<file path="src/rtl/rcvr_pkg.sv">
// Shared definitions for the serial frame receiver: FSM state codes and a width helper.
package rcvr_pkg;

  localparam logic [1:0] HUNT = 2'd0;
  localparam logic [1:0] BODY = 2'd1;
  localparam logic [1:0] PAR  = 2'd2;

  // Bits needed to index v distinct values.
  function automatic int unsigned clog2(input int unsigned v);
    int unsigned r;
    r = 0;
    while ((32'd1 << r) < v) r++;
    return r;
  endfunction

endpackage

</file>
<file path="src/rtl/rcvr_fifo.sv">
// Synchronous show-ahead FIFO; rdata is a register that always holds the head entry
// while non-empty and keeps its last value once drained.
module rcvr_fifo
  import rcvr_pkg::*;
#(
  parameter int unsigned WIDTH = 8,
  parameter int unsigned DEPTH = 4
) (
  input  logic                          clock,
  input  logic                          reset_n,
  input  logic                          push,
  input  logic [WIDTH-1:0]              wdata,
  input  logic                          pop,
  output logic [WIDTH-1:0]              rdata,
  output logic                          empty,
  output logic                          full,
  output logic [clog2(DEPTH+1)-1:0]     level
);

  localparam int unsigned AW = clog2(DEPTH);
  localparam int unsigned LW = clog2(DEPTH + 1);

  logic [WIDTH-1:0] mem_q [DEPTH];
  logic [AW-1:0]    rd_q, rd_d, wr_q, wr_d;
  logic [LW-1:0]    cnt_q, cnt_d;
  logic [WIDTH-1:0] rdata_q, rdata_d;
  logic             pop_ok, we;

  assign empty  = (cnt_q == '0);
  assign full   = (cnt_q == LW'(DEPTH));
  assign pop_ok = pop & ~empty;
  assign we     = push & (~full | pop_ok);

  // Next head: the entry being written bypasses the array when it becomes the head.
  always_comb begin
    rd_d    = rd_q + AW'(pop_ok);
    wr_d    = wr_q + AW'(we);
    cnt_d   = cnt_q + LW'(we) - LW'(pop_ok);
    rdata_d = rdata_q;
    if (cnt_d != '0) begin
      rdata_d = (we && (rd_d == wr_q)) ? wdata : mem_q[rd_d];
    end
  end

  always_ff @(posedge clock or negedge reset_n) begin
    if (!reset_n) begin
      rd_q    <= '0;
      wr_q    <= '0;
      cnt_q   <= '0;
      rdata_q <= '0;
    end else begin
      rd_q    <= rd_d;
      wr_q    <= wr_d;
      cnt_q   <= cnt_d;
      rdata_q <= rdata_d;
    end
  end

  always_ff @(posedge clock) begin
    if (we) mem_q[wr_q] <= wdata;
  end

  assign rdata = rdata_q;
  assign level = cnt_q;

endmodule

</file>
<file path="src/rtl/rcvr_frame_fifo.sv">
// Serial frame receiver: hunts for a sync pattern, captures an MSB-first payload with
// optional even parity, and buffers completed words in a show-ahead FIFO.
module rcvr_frame_fifo
  import rcvr_pkg::*;
#(
  parameter int unsigned                HEAD_WIDTH = 8,
  parameter logic [HEAD_WIDTH-1:0]      MATCH      = 8'hA5,
  parameter int unsigned                DATA_WIDTH = 8,
  parameter int unsigned                FIFO_DEPTH = 4,
  parameter int unsigned                PARITY_EN  = 0
) (
  input  logic                               clock,
  input  logic                               reset_n,
  input  logic                               data_in,
  input  logic                               enable,
  input  logic                               reading,
  output logic                               ready,
  output logic [DATA_WIDTH-1:0]              data_out,
  output logic [clog2(FIFO_DEPTH+1)-1:0]     level,
  output logic                               overrun,
  output logic                               parity_err
);

  localparam int unsigned HW1 = HEAD_WIDTH - 1;
  localparam int unsigned CW  = clog2(DATA_WIDTH);
  // Inverted sync MSB everywhere: no match is possible until HEAD_WIDTH fresh bits arrive.
  localparam logic [HEAD_WIDTH-2:0] HEAD_RST = {HW1{~MATCH[HEAD_WIDTH-1]}};

  logic [1:0]            state_q, state_d;
  logic [HEAD_WIDTH-2:0] head_q, head_d;
  logic [DATA_WIDTH-1:0] body_q, body_d;
  logic [CW-1:0]         count_q, count_d;
  logic                  perr_q, perr_d;
  logic                  ovr_q, ovr_d;
  logic                  push_c;
  logic [DATA_WIDTH-1:0] word_c, wdata_c;
  logic                  fifo_empty, fifo_full;

  assign word_c  = {body_q[DATA_WIDTH-2:0], data_in};
  assign wdata_c = (state_q == PAR) ? body_q : word_c;

  // Frame FSM and shift registers.
  always_comb begin
    state_d = state_q;
    head_d  = head_q;
    body_d  = body_q;
    count_d = count_q;
    push_c  = 1'b0;
    perr_d  = 1'b0;
    if (!enable) begin
      state_d = HUNT;
      head_d  = HEAD_RST;
      count_d = '0;
    end else begin
      case (state_q)
        HUNT: begin
          head_d = HW1'({head_q, data_in});
          if ({head_q, data_in} == MATCH) begin
            state_d = BODY;
            head_d  = HEAD_RST;
            count_d = '0;
          end
        end
        BODY: begin
          head_d  = HEAD_RST;
          body_d  = word_c;
          count_d = count_q + CW'(1);
          if (count_q == CW'(DATA_WIDTH - 1)) begin
            count_d = '0;
            if (PARITY_EN != 0) begin
              state_d = PAR;
            end else begin
              state_d = HUNT;
              push_c  = 1'b1;
            end
          end
        end
        PAR: begin
          head_d  = HEAD_RST;
          state_d = HUNT;
          if (^{body_q, data_in}) perr_d = 1'b1;
          else                    push_c = 1'b1;
        end
        default: begin
          state_d = HUNT;
          head_d  = HEAD_RST;
          count_d = '0;
        end
      endcase
    end
  end

  // A read edge always clears; a full FIFO with reading=1 pops, so it cannot drop too.
  always_comb begin
    ovr_d = ovr_q;
    if (reading)                 ovr_d = 1'b0;
    else if (push_c & fifo_full) ovr_d = 1'b1;
  end

  always_ff @(posedge clock or negedge reset_n) begin
    if (!reset_n) begin
      state_q <= HUNT;
      head_q  <= HEAD_RST;
      body_q  <= '0;
      count_q <= '0;
      perr_q  <= 1'b0;
      ovr_q   <= 1'b0;
    end else begin
      state_q <= state_d;
      head_q  <= head_d;
      body_q  <= body_d;
      count_q <= count_d;
      perr_q  <= perr_d;
      ovr_q   <= ovr_d;
    end
  end

  rcvr_fifo #(
    .WIDTH (DATA_WIDTH),
    .DEPTH (FIFO_DEPTH)
  ) u_fifo (
    .clock   (clock),
    .reset_n (reset_n),
    .push    (push_c),
    .wdata   (wdata_c),
    .pop     (reading),
    .rdata   (data_out),
    .empty   (fifo_empty),
    .full    (fifo_full),
    .level   (level)
  );

  assign ready      = ~fifo_empty;
  assign overrun    = ovr_q;
  assign parity_err = perr_q;

endmodule

</file>
<file path="config.mk">
export PLATFORM = sky130hd
export DESIGN_NAME = rcvr_frame_fifo
export DESIGN_NICKNAME = d
export VERILOG_FILES = /design/src/rtl/rcvr_pkg.sv /design/src/rtl/rcvr_fifo.sv /design/src/rtl/rcvr_frame_fifo.sv
export SDC_FILE = /design/constraint.sdc
export NUM_CORES = 1
export LEC_CHECK = 0
export CORE_ASPECT_RATIO = 1.1
export CORE_MARGIN = 3
export CORE_UTILIZATION = 50
export CTS_BUF_LIST = sky130_fd_sc_hd__clkbuf_4 sky130_fd_sc_hd__clkbuf_8
export DETAILED_ROUTE_END_ITERATION = 12
export PLACE_DENSITY_LB_ADDON = 0.1
export SLEW_MARGIN = 20
export SYNTH_ARGS = -nofsm -noshare
export SYNTH_HDL_FRONTEND = slang
export SYNTH_SLANG_ARGS = --single-unit
</file>
<file path="constraint.sdc">
create_clock -name clock -period 3.9 [get_ports clock]
set_clock_uncertainty 0.05 [all_clocks]
set_input_delay 0.78 -clock clock [delete_from_list [all_inputs] [get_ports clock]]
set_output_delay 0.78 -clock clock [all_outputs]
set_load 0.005 [all_outputs]
</file>
==> out/qor.txt <==
outcome: complete, no violations
register area: 1810 um2
total CTS buffers: 9
register share of total power: 0.406
initial core utilization: 0.529
DR iter-0 viols: 106
max incr delay on CP: 500 ps
synthesis-to-layout area growth: 20.0%
DRT antenna net count: 0
Detailed Routing Iterations Pass 1: 4
first-pass GRT wire length: 8270 um
vias in the first global route: 1559
share of layout cells above drive strength 1: 0.313
Tmin final: 3350 ps
critical path data required time: 4060 ps
crit-path max FO: 8
most used cell along the critical path: xnor2_1
Int Pwr: 1.50 mW
endpoints failing setup: 0
die height: 83.1 um
Hold Path Class: reg -> reg
setup TNS: 0 ps
Leak: 1.31 nW
Seq/Total Area, Yosys: 0.671
CTS sink cnt: 66
gp weighted congestion: 0.725
Mapped Nets: 165
DR vias: 1389
PwrDens: 624 nW/um2
core area: 5100 um2
Worst Path Class, Setup: in -> reg
largest net degree at the start of global routing: 35
Final Hold Viols: 0
Max Cap Viol: 0
Total GRT Usage: 0.180
NetSw: 0.523 mW
worst-path cell chain: clkdlybuf4s50_1 -> or4b_1 -> nand2b_1 -> inv_1 -> ha_1 -> fa_1 -> xnor2_1 -> xnor2_1 -> nor3_2 -> buf_4 -> mux2_2
Cell variety after synth: 32
H-tree depth: 3
Max-slew headroom: 0.593
clk_lat worst skew: 340 ps
measured slew at the worst slew-check pin: 605 ps
num rows: 27
Clock transition at path regs: 70 ps
Worst path slowest cell: or4b_1
DRC Markers: 0
sw frac: 0.258
Setup Fix Bufs, Post-CTS: 0
Die Wd: 76.1 um
WL per Instance: 18.7 um
WL final: 4950 um
initial antenna violation count: 0
# resized after CTS: 0
die area: 6320 um2
delay-heaviest family, CP: simple AND/OR/NAND/NOR gates
startpoint types: primary input
Critical path buffers and inverters: 3
Syn Inst Count: 153
worst vdd ir: 0.000411 V
Mapped Avg Cell Area: 17.6 um2
CP Data Arrival Time: 3510 ps
Ports: 19
Clock Power Share: 0.327
Final period util: 0.860
Pins Over Slew Limit: 0
Antenna diodes: 0
Tot Pwr: 2.02 mW
Ys Warns: 0
Final HPWL DP: 3180 um
via/cell ratio: 5.26
synthesized area: 2700 um2
area of the multi-input gates: 851 um2
clock root cell: clkbuf_8
CP Capture Type: flip-flop
synthesized flop and latch total: 66
# nets final: 199
Comb pwr share: 0.267
Port-buffer cells: 17
GRT overflow: 0
fillers: 383
Post-CTS Hold Buffers: 0
FMAX: 0.298 GHz
CTS tree: yes
clk buf depth: 2
unrepaired setup endpoints after global routing: false
-- power by group through the flow --
| stage | registers, mW | logic (mW) | clock network, mW |
|---|---|---|---|
| detailed placement | 0.834 | 0.548 | 0 |
| global placement | 0.834 | 0.532 | 0 |
| floorplan | 0.828 | 0.346 | 0 |
| CTS | 0.822 | 0.551 | 0.669 |
| finish | 0.821 | 0.540 | 0.661 |
| global route | 0.828 | 0.592 | 0.706 |
-- cells in the final DEF (no fill, tap or decap), types with 2 or more instances in the layout --
cell | netlist | final
nand2_1 | 5 | 5
and2_1 | 8 | 8
ha_1 | 6 | 6
clkdlybuf4s50_1 | 0 | 17
inv_1 | 6 | 6
xnor2_1 | 3 | 3
nor4bb_1 | 2 | 2
mux2_2 | 23 | 23
clkbuf_4 | 0 | 3
nand2b_1 | 2 | 2
edfxtp_1 | 32 | 32
o21ai_0 | 2 | 2
dfrtp_1 | 34 | 34
mux4_2 | 8 | 8
nor2b_1 | 2 | 2
clkbuf_8 | 0 | 11
buf_4 | 2 | 8
bufinv_16 | 0 | 2
-- Yosys cell counts --
| cell | number | area [um2] |
|---|---|---|
| mux2_2 | 23 | 259 |
| nor3_1 | 1 | 5.00 |
| xor2_1 | 1 | 8.76 |
| conb_1 | 1 | 3.75 |
| nand3_1 | 1 | 5.00 |
| xnor3_2 | 1 | 23.8 |
| fa_1 | 1 | 20.0 |
| o21ai_0 | 2 | 10.0 |
| xor2_2 | 1 | 16.3 |
| buf_4 | 2 | 15.0 |
| a32o_1 | 1 | 10.0 |
| mux4_2 | 8 | 180 |
| nor3b_1 | 1 | 7.51 |
| nor4bb_1 | 2 | 20.0 |
| nor3_2 | 1 | 10.0 |
| a21boi_0 | 1 | 7.51 |
| or3_1 | 1 | 6.26 |
| edfxtp_1 | 32 | 961 |
| ha_1 | 6 | 75.1 |
| and2_1 | 8 | 50.1 |
| nor2b_1 | 2 | 12.5 |
| nand4b_4 | 1 | 23.8 |
| and3_2 | 1 | 7.51 |
| nor2_1 | 1 | 3.75 |
| dfrtp_1 | 34 | 851 |
| o22ai_1 | 1 | 6.26 |
| xnor2_1 | 3 | 26.3 |
| inv_1 | 6 | 22.5 |
| or4b_1 | 1 | 10.0 |
| nand2b_1 | 2 | 12.5 |
| mux2_1 | 1 | 11.3 |
| nand2_1 | 5 | 18.8 |
-- sequential cells by signal (all words and copies together) (netlist names) --
register and flops:
state_q 1, u_fifo.rd_q 2, head_q 7, u_fifo.wr_q 2, u_fifo.mem_q 32, u_fifo.rdata 8
u_fifo.level 3, overrun 1, body_q 7, count_q 3
-- stage by stage --
step	area [um2]	std cells	utilization	hold slack [ps]	setup slack, ps
after detailed placement	3010	248	0.589	415	232
after global routing	3240	264	0.635	455	384
after CTS	3240	264	0.635	435	544
after global placement	3010	248	0.589	409	324
after floorplan	2700	153	-	394	594
final	3240	264	0.635	434	548
-- routing by layer --
metal	global-route usage	wire, um	vias up
li1	-	-	633
met5	0	0	-
met2	0.296	2570	27
met3	0.0510	148	8
met1	0.212	2130	721
met4	0.100	96	0
-- kinds of logic after synthesis --
family	share of synthesized area
DFF	0.671
muxes	0.167
and+or+nand+nor	0.0714
buffers and inverters	0.0139
adders and majority gates	0.0352
xor gates and xnor gates	0.0278
AOI/OAI and AO/OA	0.0125
other	0.00139
-- cell type report --
class,instances,share of cell area
multi-input combinational,79,0.263
timing repair buffer,25,0.0711
clock inverter,2,0.0185
tap,72,0.0278
clock buffer,14,0.0537
sequential,66,0.559
inverter,6,0.00695
-- path summary, 6_finish.rpt --
kind | start | end | slack, ps | depth (start not counted)
setup / recovery | reading | u_fifo.rdata[2] | 550 | 11
hold / removal | head_q[1] | head_q[2] | 430 | 1
setup reg to reg | u_fifo.level[1] | u_fifo.rdata[2] | 860 | 11
hold reg to reg | head_q[1] | head_q[2] | 430 | 1
max in group asynchronous | reset_n | u_fifo.wr_q[1] | 2660 | 2
min in group asynchronous | reset_n | body_q[2] | 810 | 2
Note: power is estimated with default switching activity, not from simulation.
